## src/rtl/stack_alu_sequencer_pkg.sv

```systemverilog
// rtl/stack_alu_sequencer_pkg.sv - shared constants and types for the stack ALU sequencer
//
// Purpose: opcode encodings, FSM state encoding and instruction field widths
//          shared by the sequencer top and its stack port mux.
// Ports:   none (package).

package stack_alu_sequencer_pkg;

   // Instruction layout is {opcode[OPC_W-1:0], imm[DATA_LEN-1:0]}
   localparam int OPC_W = 4;

   localparam logic [OPC_W-1:0] OP_NOP  = 4'b0000;
   localparam logic [OPC_W-1:0] OP_PUSH = 4'b0001;
   localparam logic [OPC_W-1:0] OP_POP  = 4'b0010;
   localparam logic [OPC_W-1:0] OP_ADD  = 4'b0110;
   localparam logic [OPC_W-1:0] OP_SUB  = 4'b0111;
   localparam logic [OPC_W-1:0] OP_HALT = 4'b1111;

   // ALU control value driven whenever no operation is being launched
   localparam logic [3:0] ALU_CTRL_IDLE = 4'b0000;

   typedef enum logic [3:0] {
      S_IDLE     = 4'd0,
      S_FETCH    = 4'd1,
      S_DECODE   = 4'd2,
      S_PUSH_S   = 4'd3,
      S_PUSH_D   = 4'd4,
      S_POP_S    = 4'd5,
      S_POP_RCV  = 4'd6,
      S_POP_STR  = 4'd7,
      S_ALU_GO   = 4'd8,
      S_ALU_WAIT = 4'd9,
      S_HALT     = 4'd10,
      S_ERR      = 4'd11
   } state_t;

   // Total instruction width for a given immediate width
   function automatic int instr_width(input int data_len);
      return OPC_W + data_len;
   endfunction

endpackage

```

## src/rtl/stack_alu_sequencer_stack_port_mux.sv

```systemverilog
// rtl/stack_alu_sequencer_stack_port_mux.sv - stack port grant mux between sequencer and ALU
//
// Purpose: routes either the sequencer's own stack strobes/data or the ALU's
//          onto the shared stack port. ALU strobes are only honoured when they
//          are a definite 1, so a floating or unknown ALU bus never reaches the stack.
// Ports:
//   i_grant                  1 = ALU owns the stack port
//   i_ctl_push/i_ctl_pop     sequencer stack strobes
//   i_ctl_din  [DATA_LEN]    sequencer push data
//   i_alu_push/i_alu_pop     ALU stack strobes (may be z/x when idle)
//   i_alu_din  [DATA_LEN]    ALU push data
//   o_push/o_pop             stack strobes to the stack
//   o_din      [DATA_LEN]    stack push data

module stack_port_mux #(
   parameter int DATA_LEN = 8
) (
   input  logic                i_grant,
   input  logic                i_ctl_push,
   input  logic                i_ctl_pop,
   input  logic [DATA_LEN-1:0] i_ctl_din,
   input  logic                i_alu_push,
   input  logic                i_alu_pop,
   input  logic [DATA_LEN-1:0] i_alu_din,
   output logic                o_push,
   output logic                o_pop,
   output logic [DATA_LEN-1:0] o_din
);

   logic w_alu_push;
   logic w_alu_pop;

   // Case-equality turns z/x into a clean 0
   assign w_alu_push = (i_alu_push === 1'b1);
   assign w_alu_pop  = (i_alu_pop === 1'b1);

   always_comb begin
      o_push = i_ctl_push;
      o_pop  = i_ctl_pop;
      o_din  = i_ctl_din;
      if (i_grant) begin
         o_push = w_alu_push;
         o_pop  = w_alu_pop;
         // Data only passed while the ALU is actually pushing, so an idle ALU bus stays off the port
         o_din  = w_alu_push ? i_alu_din : '0;
      end
   end

endmodule

```

## src/rtl/stack_alu_sequencer.sv

```systemverilog
// rtl/stack_alu_sequencer.sv - program sequencer for the stack-machine datapath
//
// Purpose: fetches {opcode, imm} instructions, executes PUSH/POP on the stack,
//          launches ALU ADD/SUB with the stack port granted to the ALU while the
//          operation is in flight, tracks stack depth and latches ALU flags.
// Build option: define ALU_TIMEOUT_EN to add an ALU watchdog of TIMEOUT cycles
//          in ALU_WAIT (expiry -> error state, flags untouched).
// Ports:
//   clk, rstn                clock, asynchronous active-low reset
//   start                    begin execution at PC=0 (ignored while busy)
//   imem_addr/imem_data      instruction memory, data valid one cycle after address
//   alu_ctrl/alu_en          ALU launch (only during ALU_GO)
//   alu_fin/alu_z/alu_s      ALU completion pulse and flags
//   alu_stk_push/pop/din     ALU stack requests, honoured only while granted
//   stk_push/stk_pop/stk_din stack port (muxed)
//   stk_dout                 stack read data
//   busy/halted/err          status
//   pop_data/pop_valid       last popped value and its update pulse
//   z_flag/s_flag            latched ALU flags

module stack_alu_sequencer
   import stack_alu_sequencer_pkg::*;
#(
   parameter int DATA_LEN    = 8,
   parameter int PC_W        = 6,
   parameter int STACK_DEPTH = 16,
   parameter int TIMEOUT     = 32
) (
   input  logic                               clk,
   input  logic                               rstn,
   input  logic                               start,
   output logic [PC_W-1:0]                    imem_addr,
   input  logic [instr_width(DATA_LEN)-1:0]   imem_data,
   output logic [3:0]                         alu_ctrl,
   output logic                               alu_en,
   input  logic                               alu_fin,
   input  logic                               alu_z,
   input  logic                               alu_s,
   input  logic                               alu_stk_push,
   input  logic                               alu_stk_pop,
   input  logic [DATA_LEN-1:0]                alu_stk_din,
   output logic                               stk_push,
   output logic                               stk_pop,
   output logic [DATA_LEN-1:0]                stk_din,
   input  logic [DATA_LEN-1:0]                stk_dout,
   output logic                               busy,
   output logic                               halted,
   output logic                               err,
   output logic [DATA_LEN-1:0]                pop_data,
   output logic                               pop_valid,
   output logic                               z_flag,
   output logic                               s_flag
);

   localparam int DEPTH_W = $clog2(STACK_DEPTH + 1);

   state_t              r_state;
   state_t              w_next;
   logic [PC_W-1:0]     r_pc;
   logic [DEPTH_W-1:0]  r_depth;
   logic [OPC_W-1:0]    r_op;
   logic [DATA_LEN-1:0] r_imm;
   logic [DATA_LEN-1:0] r_pop_data;
   logic                r_z;
   logic                r_s;

   logic [OPC_W-1:0]    w_opc;
   logic [DATA_LEN-1:0] w_imm;
   logic                w_full;
   logic                w_empty;
   logic                w_lt2;
   logic                w_grant;
   logic                w_ctl_push;
   logic                w_ctl_pop;
   logic                w_to_expired;

   assign w_opc   = imem_data[OPC_W+DATA_LEN-1 -: OPC_W];
   assign w_imm   = imem_data[DATA_LEN-1:0];
   assign w_full  = (r_depth == DEPTH_W'(STACK_DEPTH));
   assign w_empty = (r_depth == '0);
   assign w_lt2   = (r_depth < DEPTH_W'(2));

   // ALU watchdog
`ifdef ALU_TIMEOUT_EN
   localparam int TO_W = (TIMEOUT > 1) ? $clog2(TIMEOUT) : 1;
   logic [TO_W-1:0] r_to_cnt;

   always_ff @(posedge clk or negedge rstn) begin
      if (!rstn) begin
         r_to_cnt <= '0;
      end else if (r_state == S_ALU_WAIT) begin
         r_to_cnt <= r_to_cnt + 1'b1;
      end else begin
         r_to_cnt <= '0;
      end
   end

   // Counter holds the number of ALU_WAIT cycles already spent
   assign w_to_expired = (r_state == S_ALU_WAIT) && (r_to_cnt == TO_W'(TIMEOUT - 1));
`else
   // No watchdog in this build; TIMEOUT is never negative, so this stays low
   assign w_to_expired = (TIMEOUT < 0);
`endif

   // State register
   always_ff @(posedge clk or negedge rstn) begin
      if (!rstn) begin
         r_state <= S_IDLE;
      end else begin
         r_state <= w_next;
      end
   end

   // Next state and controller-side stack strobes
   always_comb begin
      w_next     = r_state;
      w_ctl_push = 1'b0;
      w_ctl_pop  = 1'b0;
      case (r_state)
         S_IDLE:     if (start) w_next = S_FETCH;
         S_FETCH:    w_next = S_DECODE;
         S_DECODE: begin
            case (w_opc)
               OP_NOP:  w_next = S_FETCH;
               OP_PUSH: w_next = w_full  ? S_ERR : S_PUSH_S;
               OP_POP:  w_next = w_empty ? S_ERR : S_POP_S;
               OP_ADD,
               OP_SUB:  w_next = w_lt2   ? S_ERR : S_ALU_GO;
               OP_HALT: w_next = S_HALT;
               default: w_next = S_ERR;
            endcase
         end
         S_PUSH_S: begin
            w_ctl_push = 1'b1;
            w_next     = S_PUSH_D;
         end
         S_PUSH_D:   w_next = S_FETCH;
         S_POP_S: begin
            w_ctl_pop = 1'b1;
            w_next    = S_POP_RCV;
         end
         S_POP_RCV:  w_next = S_POP_STR;
         S_POP_STR:  w_next = S_FETCH;
         S_ALU_GO:   w_next = S_ALU_WAIT;
         S_ALU_WAIT: begin
            // A finish in the expiry cycle still counts as a completed operation
            if (alu_fin)           w_next = S_FETCH;
            else if (w_to_expired) w_next = S_ERR;
         end
         S_HALT,
         S_ERR:      if (start) w_next = S_FETCH;
         default:    w_next = S_IDLE;
      endcase
   end

   // PC, depth, instruction, pop data and flag registers
   always_ff @(posedge clk or negedge rstn) begin
      if (!rstn) begin
         r_pc       <= '0;
         r_depth    <= '0;
         r_op       <= OP_NOP;
         r_imm      <= '0;
         r_pop_data <= '0;
         r_z        <= 1'b0;
         r_s        <= 1'b0;
      end else begin
         case (r_state)
            S_IDLE,
            S_HALT: if (start) r_pc <= '0;
            S_ERR: begin
               if (start) begin
                  r_pc    <= '0;
                  r_depth <= '0;
               end
            end
            S_DECODE: begin
               r_op  <= w_opc;
               r_imm <= w_imm;
               r_pc  <= r_pc + 1'b1;
            end
            S_PUSH_D:  r_depth <= r_depth + 1'b1;
            S_POP_STR: begin
               r_pop_data <= stk_dout;
               r_depth    <= r_depth - 1'b1;
            end
            S_ALU_WAIT: begin
               // Two operands popped, one result pushed: net depth -1
               if (alu_fin) begin
                  r_z     <= alu_z;
                  r_s     <= alu_s;
                  r_depth <= r_depth - 1'b1;
               end
            end
            default: ;
         endcase
      end
   end

   assign w_grant = (r_state == S_ALU_GO) || (r_state == S_ALU_WAIT);

   stack_port_mux #(
      .DATA_LEN (DATA_LEN)
   ) u_stack_port_mux (
      .i_grant    (w_grant),
      .i_ctl_push (w_ctl_push),
      .i_ctl_pop  (w_ctl_pop),
      .i_ctl_din  (r_imm),
      .i_alu_push (alu_stk_push),
      .i_alu_pop  (alu_stk_pop),
      .i_alu_din  (alu_stk_din),
      .o_push     (stk_push),
      .o_pop      (stk_pop),
      .o_din      (stk_din)
   );

   assign imem_addr = r_pc;
   assign alu_en    = (r_state == S_ALU_GO);
   assign alu_ctrl  = (r_state == S_ALU_GO) ? r_op : ALU_CTRL_IDLE;
   assign busy      = (r_state != S_IDLE) && (r_state != S_HALT) && (r_state != S_ERR);
   assign halted    = (r_state == S_HALT);
   assign err       = (r_state == S_ERR);
   assign pop_valid = (r_state == S_POP_STR);
   // The new value is visible in the same cycle as pop_valid, then held
   assign pop_data  = (r_state == S_POP_STR) ? stk_dout : r_pop_data;
   assign z_flag    = r_z;
   assign s_flag    = r_s;

endmodule

```

## config.mk

```make
export PLATFORM = sky130hd
export DESIGN_NAME = stack_alu_sequencer
export DESIGN_NICKNAME = d
export VERILOG_FILES = /design/src/rtl/stack_alu_sequencer_pkg.sv /design/src/rtl/stack_alu_sequencer_stack_port_mux.sv /design/src/rtl/stack_alu_sequencer.sv
export SDC_FILE = /design/constraint.sdc
export NUM_CORES = 1
export LEC_CHECK = 0
export ABC_AREA = 0
export CAP_MARGIN = 10
export CORE_UTILIZATION = 25
export CTS_CLUSTER_DIAMETER = 150
export DETAILED_ROUTE_END_ITERATION = 8
export MAX_ROUTING_LAYER = met4
export PLACE_DENSITY_LB_ADDON = 0.25
export SLEW_MARGIN = 40
export SYNTH_ARGS = -nofsm -noshare
export SYNTH_HDL_FRONTEND = slang
export SYNTH_SLANG_ARGS = --single-unit
```

## constraint.sdc

```tcl
create_clock -name clk -period 5.3 [get_ports clk]
set_input_delay 0.53 -clock clk [delete_from_list [all_inputs] [get_ports clk]]
set_output_delay 0.53 -clock clk [all_outputs]
set_load 0.02 [all_outputs]
```

==> results of run 1 <==
==> cell usage in the layout, fill, tap and decap left out, types with 2 or more instances in the layout <==
| cell | netlist | layout |
|---|---|---|
| a21oi_1 | 10 | 10 |
| a211o_1 | 2 | 2 |
| clkdlybuf4s50_1 | 0 | 69 |
| xor2_1 | 5 | 5 |
| dfrtp_1 | 37 | 37 |
| a22o_1 | 3 | 3 |
| nand2_1 | 90 | 90 |
| nor2b_1 | 3 | 3 |
| a21o_1 | 3 | 3 |
| ha_1 | 4 | 4 |
| clkbuf_8 | 0 | 6 |
| nand2b_1 | 5 | 5 |
| nand3_1 | 3 | 3 |
| o31ai_1 | 2 | 2 |
| o21ai_0 | 21 | 21 |
| o22ai_1 | 2 | 2 |
| nor3_1 | 7 | 7 |
| mux2_2 | 3 | 3 |
| nor2_1 | 13 | 13 |
| and3_1 | 6 | 6 |
| buf_4 | 0 | 2 |
==> routing by layer <==
metal	share of wire	wire length, um
met1	0.48	2680
met2	0.45	2480
met3	0.060	335
met4	0.0088	49
met5	0	0
==> final cells by class <==
type / instances / area (um2) / share of cell area
clock buffers: 7 / 86.3 / 0.0288
clock inverters: 1 / 30.0 / 0.0100
inverters: 2 / 7.51 / 0.00250
multi-input cells: 205 / 1110 / 0.371
flip-flops and latches: 37 / 926 / 0.308
well taps: 105 / 131 / 0.0438
repair buffers: 71 / 706 / 0.235
==> kinds of logic after synthesis <==
kind of cell	share of synthesized area
simple gates	0.293
compound gates	0.165
flops	0.438
buf+inv	0.0349
xor+xnor	0.0207
fa+ha+maj	0.0331
mux	0.0160
==> worst paths after layout <==
check / end / depth (start not counted)
max in group asynchronous: r_depth[4]$_DFFE_PN0P_ / 1
hold reg to reg: r_op[0]$_DFFE_PN0P_ / 2
setup / recovery: pop_data[1] / 5
hold / removal: r_imm[0]$_DFFE_PN0P_ / 1
setup reg to reg: r_depth[4]$_DFFE_PN0P_ / 8
min in group clk: r_op[0]$_DFFE_PN0P_ / 2
==> sequential cells by signal, indices dropped and copies added, names as in the netlist <==
register / flops
r_op: 4
imem_addr: 6
r_state: 4
z_flag: 1
r_imm: 8
s_flag: 1
r_pop_data: 8
r_depth: 5
==> report_power, final <==
group          leakage [nW]  internal [mW]  switching [mW]
Sequential            0.465          0.407           0.138
Combinational         0.822          0.427           0.492
Clock                0.0585          0.154           0.103
==> stage by stage <==
step	hold slack (ns)	total power [mW]	util	instance area [um2]	instances
after floorplan	0.234	1.13	-	2110	259
after global placement	0.453	1.46	0.351	2880	420
after detailed placement	0.455	1.48	0.351	2890	420
after CTS	0.217	1.74	0.365	3000	428
after global routing	0.233	1.86	0.365	3000	428
final	0.202	1.72	0.365	3000	428
==> flow_summary.toml, run 1 <==
[final_layout]
diodes = 0
nFillCells = 855
drive_above_1_share = 0.0588
layout.nets = 363
areaGrowthSynthToFinish_pct = 42.0

[grt]
grt_pass1_vias = 1849
grt_remaining_overflow = 0
antenna_found_initial = 0
use_met1 = 0.180
use_met3 = 0.0332
grt_use_total = 0.134
grt_start_max_net_pins = 38
grt_pass1_wl_mm = 8.92
use_met2 = 0.198
busiest_layer = "met2"

[worst_setup_path]
arrival_ns = 2.77
startpoint = "r_state[1]$_DFFE_PN0P_"
rr_startpoint = "r_state[1]$_DFFE_PN0P_"
worstSetupEndpointType = "output pin"
cpPeakStageDelay_ns = 0.76
critPathTopFamily = "buffers and inverters"
reg2reg_slack_ns = 2.45
worstPathRequired_ns = 4.77
path_buf_inv = 2
crit_top_cell = "nand2_1"
path_max_fanout = 26
crit_type = "reg2out"
start_kind = "flop"
cpMaxStageDelayCell = "dfrtp_1"
crit_chain = "nand4b_1 > clkinv_1 > nand2_1 > nand2_1 > clkdlybuf4s50_1"

[floorplanning]
ios = 71
dieArea_mm2 = 0.00883
die_h_um = 94.0
die_w_um = 94.0
initial_core_util = 0.257
coreArea_mm2 = 0.00822
num_rows = 33

[placed_design]
port_buffers = 70
hpwl_mm = 3.94
finalWeightedCongestion = 0.780
post-place-ws_ns = 2.29

[clock_network]
cts.clk_slew.worst_paths_ns = 0.07
htree_levels = 2
hold_buffers = 0
root_buffer = "clkbuf_8"
worstSkewPairLatency_ns = 0.29
clock-sinks = 37
cts_buffers = 5
cts_resized = 0
cts_tree = "built"
ctsLongestPathBuffers = 2
cts_setup_buffers = 0

[worst_hold_path]
min_path_type = "in2async"

[logic_synthesis]
seq_area_frac_synth = 0.438
synthTopCellsByCount = "90 x nand2_1, 37 x dfrtp_1, 21 x o21ai_0, 13 x nor2_1, 10 x a21oi_1"
synth-edff-count = 0
yosys.area.top_type = "dfrtp_1"
synth_nets = 300
yosysUniqueCellTypes = 46
synth_warnings = 0
syn-cell-area_mm2 = 0.00211
avgSynthCellArea_um2 = 8.16
synth_cells = 259
post-synth-top-count-cell = "nand2_1"
ys_top_cells_by_area = "dfrtp_1 44%, nand2_1 16%, o21ai_0 5.0%"
netlist.area_leader.share = 0.438
ys_ff_latch = 37
async_flop_share = 1.00
synthFlopType = "dfrtp_1"

[timing]
fmax_mhz = 303
period_needed_ns = 3.30
maxSlewViolCount = 0
setup_ws_ns = 2.00
slew_headroom = 0.565
finalSetupViolCount = 0
worst_pin_slew_ns = 0.652
post-route-period-util = 0.623
finClkSkew_ns = 0.00445
tns_ns = 0
rsz0062_at_grt = "false"
hold_viol_final = 0

[outcome]
outcome = "completed"

[power]
power_density_mw_per_mm2 = 574
peakVddDrop_mv = 0.181
p_leak_nw = 1.34

[route]
ant_nets = 0
routedWlPerCell_um = 13.0
routed_wl_mm = 5.54
drc = 0
drt_iter0_drc = 90
viasPerCell = 4.61
vias = 1974
dr.pass1.iters = 5

[job]
max_cap_violations = 0
Power figures use the tool's default switching activity.
==> run 2: changes to the inputs <==
==> constraint.sdc (replaced) <==
create_clock -name clk -period 2.9 [get_ports clk]
set_input_delay 0.29 -clock clk [delete_from_list [all_inputs] [get_ports clk]]
set_output_delay 0.29 -clock clk [all_outputs]
set_load 0.02 [all_outputs]
==> run 2 against run 1 <==
Non-clock buffer count is 7 higher. Cell area is 1.8% higher. Highest routed layer unchanged. Critical path depth is 1 lower. Global-route usage is 0.79 points higher. Clock skew up 0.0046 ns. Sequential share of layout area is 0.56 points lower. First-iteration DRC count fell by 10%. Final cell count rose by 1.6%. Die area stayed put.
==> flow_summary.toml, run 2 (synthesis gave the netlist of run 1 again) <==
[timing]
worst_pin_slew_ns = 0.613
period_needed_ns = 2.70
fmax_mhz = 370
hold_viol_final = 0
tns_ns = 0
rsz0062_at_grt = "false"
finalSetupViolCount = 0
finClkSkew_ns = 0.00908
slew_headroom = 0.591
post-route-period-util = 0.931
maxSlewViolCount = 0

[floorplanning]
num_rows = 33
die_h_um = 94.0
die_w_um = 94.0
initial_core_util = 0.257
dieArea_mm2 = 0.00883
ios = 71
coreArea_mm2 = 0.00822

[worst_setup_path]
reg2reg_slack_ns = 0.51
arrival_ns = 2.41
path_depth = 4
r2r_end = "r_depth[4]$_DFFE_PN0P_"
cpPeakStageDelay_ns = 0.64
startpoint = "r_state[3]$_DFFE_PN0P_"
worstSetupEndpointType = "output pin"
critPathTopFamily = "buffers and inverters"
crit_chain = "buf_4 > or3b_1 > o21ai_0 > clkdlybuf4s50_1"
path_buf_inv = 2
path_max_fanout = 18
crit_type = "reg2out"
worstPathRequired_ns = 2.61
reg2reg_depth = 9
cpMaxStageDelayCell = "clkdlybuf4s50_1"
start_kind = "flop"
endpoint = "stk_din[7]"
rr_startpoint = "r_state[2]$_DFFE_PN0P_"

[clock_network]
cts_setup_buffers = 0
root_buffer = "clkbuf_8"
cts_resized = 0
cts_tree = "built"
cts.clk_slew.worst_paths_ns = 0.08
ctsLongestPathBuffers = 2
clock-sinks = 37
cts_buffers = 5
htree_levels = 2
worstSkewPairLatency_ns = 0.29

[grt]
grt_use_total = 0.142
grt_remaining_overflow = 0
grt_pass1_vias = 2007
grt_start_max_net_pins = 38
antenna_found_initial = 0
grt_pass1_wl_mm = 9.52

[placed_design]
finalWeightedCongestion = 0.822
hpwl_mm = 4.17
port_buffers = 70
placed_area_mm2 = 0.00293

[final_layout]
fin_area_mm2 = 0.00306
layout.nets = 370
nFillCells = 862
areaGrowthSynthToFinish_pct = 44.6
diodes = 0
layout_commonest_cell = "nand2_1"
layout_common_cells = "90 x nand2_1, 69 x clkdlybuf4s50_1, 37 x dfrtp_1, 21 x o21ai_0, 13 x nor2_1"
drive_above_1_share = 0.0758

[power]
power_density_mw_per_mm2 = 1050
fin_total_pwr_mw = 3.22
p_leak_nw = 1.38
peakVddDrop_mv = 0.312

[worst_hold_path]
min_path_type = "reg2reg"

[route]
ant_nets = 0
viasPerCell = 4.66
vias = 2025
dr.pass1.iters = 4
routed_wl_mm = 5.76
drc = 0
routedWlPerCell_um = 13.2
drt_iter0_drc = 81

[outcome]
outcome = "completed"

[job]
max_cap_violations = 0
## run 2: worst reg2reg max path, stage by stage, from the launching register on
cell and delay (ns):
dfrtp_1 0.49, buf_4 0.22, nand2b_1 0.21, o21ai_2 0.30, ha_1 0.33, a21o_1 0.17
a21oi_1 0.17, xor2_1 0.19, a21oi_1 0.09, o22ai_1 0.14
## run 2: how the worst min path moves through the flow
| stage | from | end | slack, ns | cells past startpoint |
|---|---|---|---|---|
| 2_1_floorplan | rstn | imem_addr[0]$_DFFE_PN0P_ | -0.006 | 0 |
| 3_3_place_gp | r_op[3]$_DFFE_PN0P_ | r_op[3]$_DFFE_PN0P_ | 0.45 | 2 |
| 3_5_place_dp | rstn | r_imm[0]$_DFFE_PN0P_ | 0.29 | 1 |
| 4_1_cts | r_op[3]$_DFFE_PN0P_ | r_op[3]$_DFFE_PN0P_ | 0.48 | 2 |
| 5_1_grt | r_op[0]$_DFFE_PN0P_ | r_op[0]$_DFFE_PN0P_ | 0.49 | 2 |
| 6_report | r_op[3]$_DFFE_PN0P_ | r_op[3]$_DFFE_PN0P_ | 0.47 | 2 |
## run 2: layout make-up
class	count	area, um2	area share
clock inverters	1	30.0	0.00982
inverters	2	7.51	0.00246
flip-flops and latches	37	926	0.303
clock buffers	7	86.3	0.0282
multi-input cells	205	1110	0.365
repair buffers	78	761	0.249
well taps	105	131	0.0430
## run 2: what timing repair did
action	CTS	global route
endpoints found under the setup margin	0	0
hold endpoints to repair	37	0
hold buffers	1	0
## run 2: per-stage QoR
stage	hold WS, ns	utilization	std cells	setup slack [ns]
floorplan	-0.00559	-	259	0.803
global placement	0.453	0.356	426	0.582
detailed placement	0.291	0.357	426	0.536
CTS	0.475	0.372	435	0.206
global route	0.491	0.372	435	0.0658
finish	0.470	0.372	435	0.199
## run 2: layer usage
metal  up-vias  GRT usage  routed length, um
li1       1017          -                  -
met1       951      0.179               2760
met2        53      0.227               2670
met3         4     0.0316                291
met4         0     0.0385                 41
met5         -          -                  0
## run 2: power by group
| part | total [mW] | leakage (nW) | switching, mW | internal (mW) |
|---|---|---|---|---|
| combinational | 1.84 | 0.855 | 1.02 | 0.823 |
| clock | 0.471 | 0.0585 | 0.190 | 0.281 |
| sequential | 0.906 | 0.465 | 0.161 | 0.746 |
==> run 3: changes to the inputs <==
--- a/config.mk
+++ b/config.mk
@@ -8,6 +8,7 @@
 export ABC_AREA = 0
 export CAP_MARGIN = 10
 export CORE_UTILIZATION = 25
+export CTS_BUF_LIST = sky130_fd_sc_hd__clkbuf_4
 export CTS_CLUSTER_DIAMETER = 150
 export DETAILED_ROUTE_END_ITERATION = 8
 export MAX_ROUTING_LAYER = met4
==> constraint.sdc (replaced) <==
create_clock -name clk -period 2.9 [get_ports clk]
set_input_delay 0.29 -clock clk [delete_from_list [all_inputs] [get_ports clk]]
set_output_delay 0.29 -clock clk [all_outputs]
set_load 0.1 [all_outputs]
==> run 3 against run 2 <==
Die area did not move. Core utilization rose by 1.0 points. Critical path depth decreased by 1. Fmax fell by 0.59%. Routed wire length down 5.0%. Register-to-register slack lost 0.14 ns. Sequential share of layout area decreased by 0.80 points. First-iteration DRC count up 56%. Cell area is 2.7% higher. Setup slack worse by 0.016 ns. Via count down 3.8%. Clock-buffer cell count down 1. Critical path type unchanged.
==> flow_summary.toml, run 3 (synthesis gave the netlist of run 1 again) <==
[worst_setup_path]
critPathTopFamily = "flip-flops"
path_buf_inv = 1
path_max_fanout = 23
cpPeakStageDelay_ns = 0.75
reg2reg_slack_ns = 0.37
reg2reg_depth = 8
crit_type = "reg2out"
worstSetupEndpointType = "output pin"
crit_chain = "or3b_1 > o21ai_0 > buf_12"
r2r_end = "r_depth[4]$_DFFE_PN0P_"
start_kind = "flop"
rr_startpoint = "r_state[3]$_DFFE_PN0P_"
arrival_ns = 2.43
worstPathRequired_ns = 2.61
startpoint = "r_state[3]$_DFFE_PN0P_"
cpMaxStageDelayCell = "dfrtp_1"

[clock_network]
cts_tree = "built"
cts_buffers = 5
worstSkewPairLatency_ns = 0.34
clock-sinks = 37
ctsLongestPathBuffers = 2
cts_resized = 0
root_buffer = "clkbuf_4"
htree_levels = 2
cts.clk_slew.worst_paths_ns = 0.11
cts_setup_buffers = 0

[final_layout]
multi_input_area_mm2 = 0.00112
seq_area_um2 = 926
fin_util = 0.382
layout_common_cells = "90 x nand2_1, 37 x dfrtp_1, 34 x clkdlybuf4s50_1, 22 x buf_4, 21 x o21ai_0"
areaGrowthSynthToFinish_pct = 48.5
diodes = 0
drive_above_1_share = 0.177
fin_area_mm2 = 0.00314
layout.nets = 367
nFillCells = 812
layout_commonest_cell = "nand2_1"

[route]
viasPerCell = 4.51
drt_iter0_drc = 126
routed_wl_mm = 5.48
drc = 0
dr.pass1.iters = 5
routedWlPerCell_um = 12.7
ant_nets = 0
vias = 1949

[floorplanning]
coreArea_mm2 = 0.00822
ios = 71
dieArea_mm2 = 0.00883
num_rows = 33
initial_core_util = 0.257
die_h_um = 94.0
die_w_um = 94.0

[timing]
worst_pin_slew_ns = 0.614
finClkSkew_ns = 0.00870
setup_ws_ns = 0.183
rsz0062_at_grt = "false"
slew_headroom = 0.591
hold_viol_final = 0
tns_ns = 0
period_needed_ns = 2.72
finalSetupViolCount = 0
post-route-period-util = 0.937
fmax_mhz = 368
maxSlewViolCount = 0

[placed_design]
placed_area_mm2 = 0.00305
post-place-ws_ns = 0.419
finalWeightedCongestion = 0.915
port_buffers = 70
hpwl_mm = 3.94

[grt]
grt_pass1_wl_mm = 8.55
antenna_found_initial = 0
grt_use_total = 0.130
grt_remaining_overflow = 0
grt_start_max_net_pins = 38
grt_pass1_vias = 1727

[job]
max_cap_violations = 0

[outcome]
outcome = "completed"

[worst_hold_path]
min_path_type = "in2async"
==> run 3: final cells by class <==
type	instances	area share
clock buffer	6	0.0143
tap	105	0.0418
sequential	37	0.295
clock inverter	2	0.0108
multi-input combinational	205	0.357
inverter	2	0.00239
timing repair buffer	75	0.279
==> run 3: worst max path at each step <==
stage,endpoint,slack [ns],cells past startpoint
floorplan,stk_din[5],-0.66,4
global placement,r_depth[4]$_DFFE_PN0P_,0.56,8
detailed placement,r_depth[4]$_DFFE_PN0P_,0.42,8
CTS,stk_din[5],0.16,3
global route,stk_din[4],0.003,3
finish,stk_din[5],0.18,3
==> run 3: metrics by stage <==
stage	instances	hold slack, ns
after floorplan	259	-0.00559
after global placement	423	0.449
after detailed placement	423	0.292
after CTS	432	0.455
after global routing	432	0.446
final	432	0.441
==> run 3: repair_timing <==
item	CTS	global route
hold buffers	1	0
endpoints found under the setup margin	0	0
hold endpoints to repair	37	0
==> run 3: layer usage <==
metal	share of wire	up-vias	track usage
met3	0.051	6	0.0316
met1	0.47	881	0.174
met2	0.46	51	0.194
li1	-	1011	-
met4	0.014	0	0.0385
met5	0	-	-
Power of run 3 is left out: the tool's default activity adds up to more than one toggle a clock period on the data nets, which glitch-free logic cannot reach.
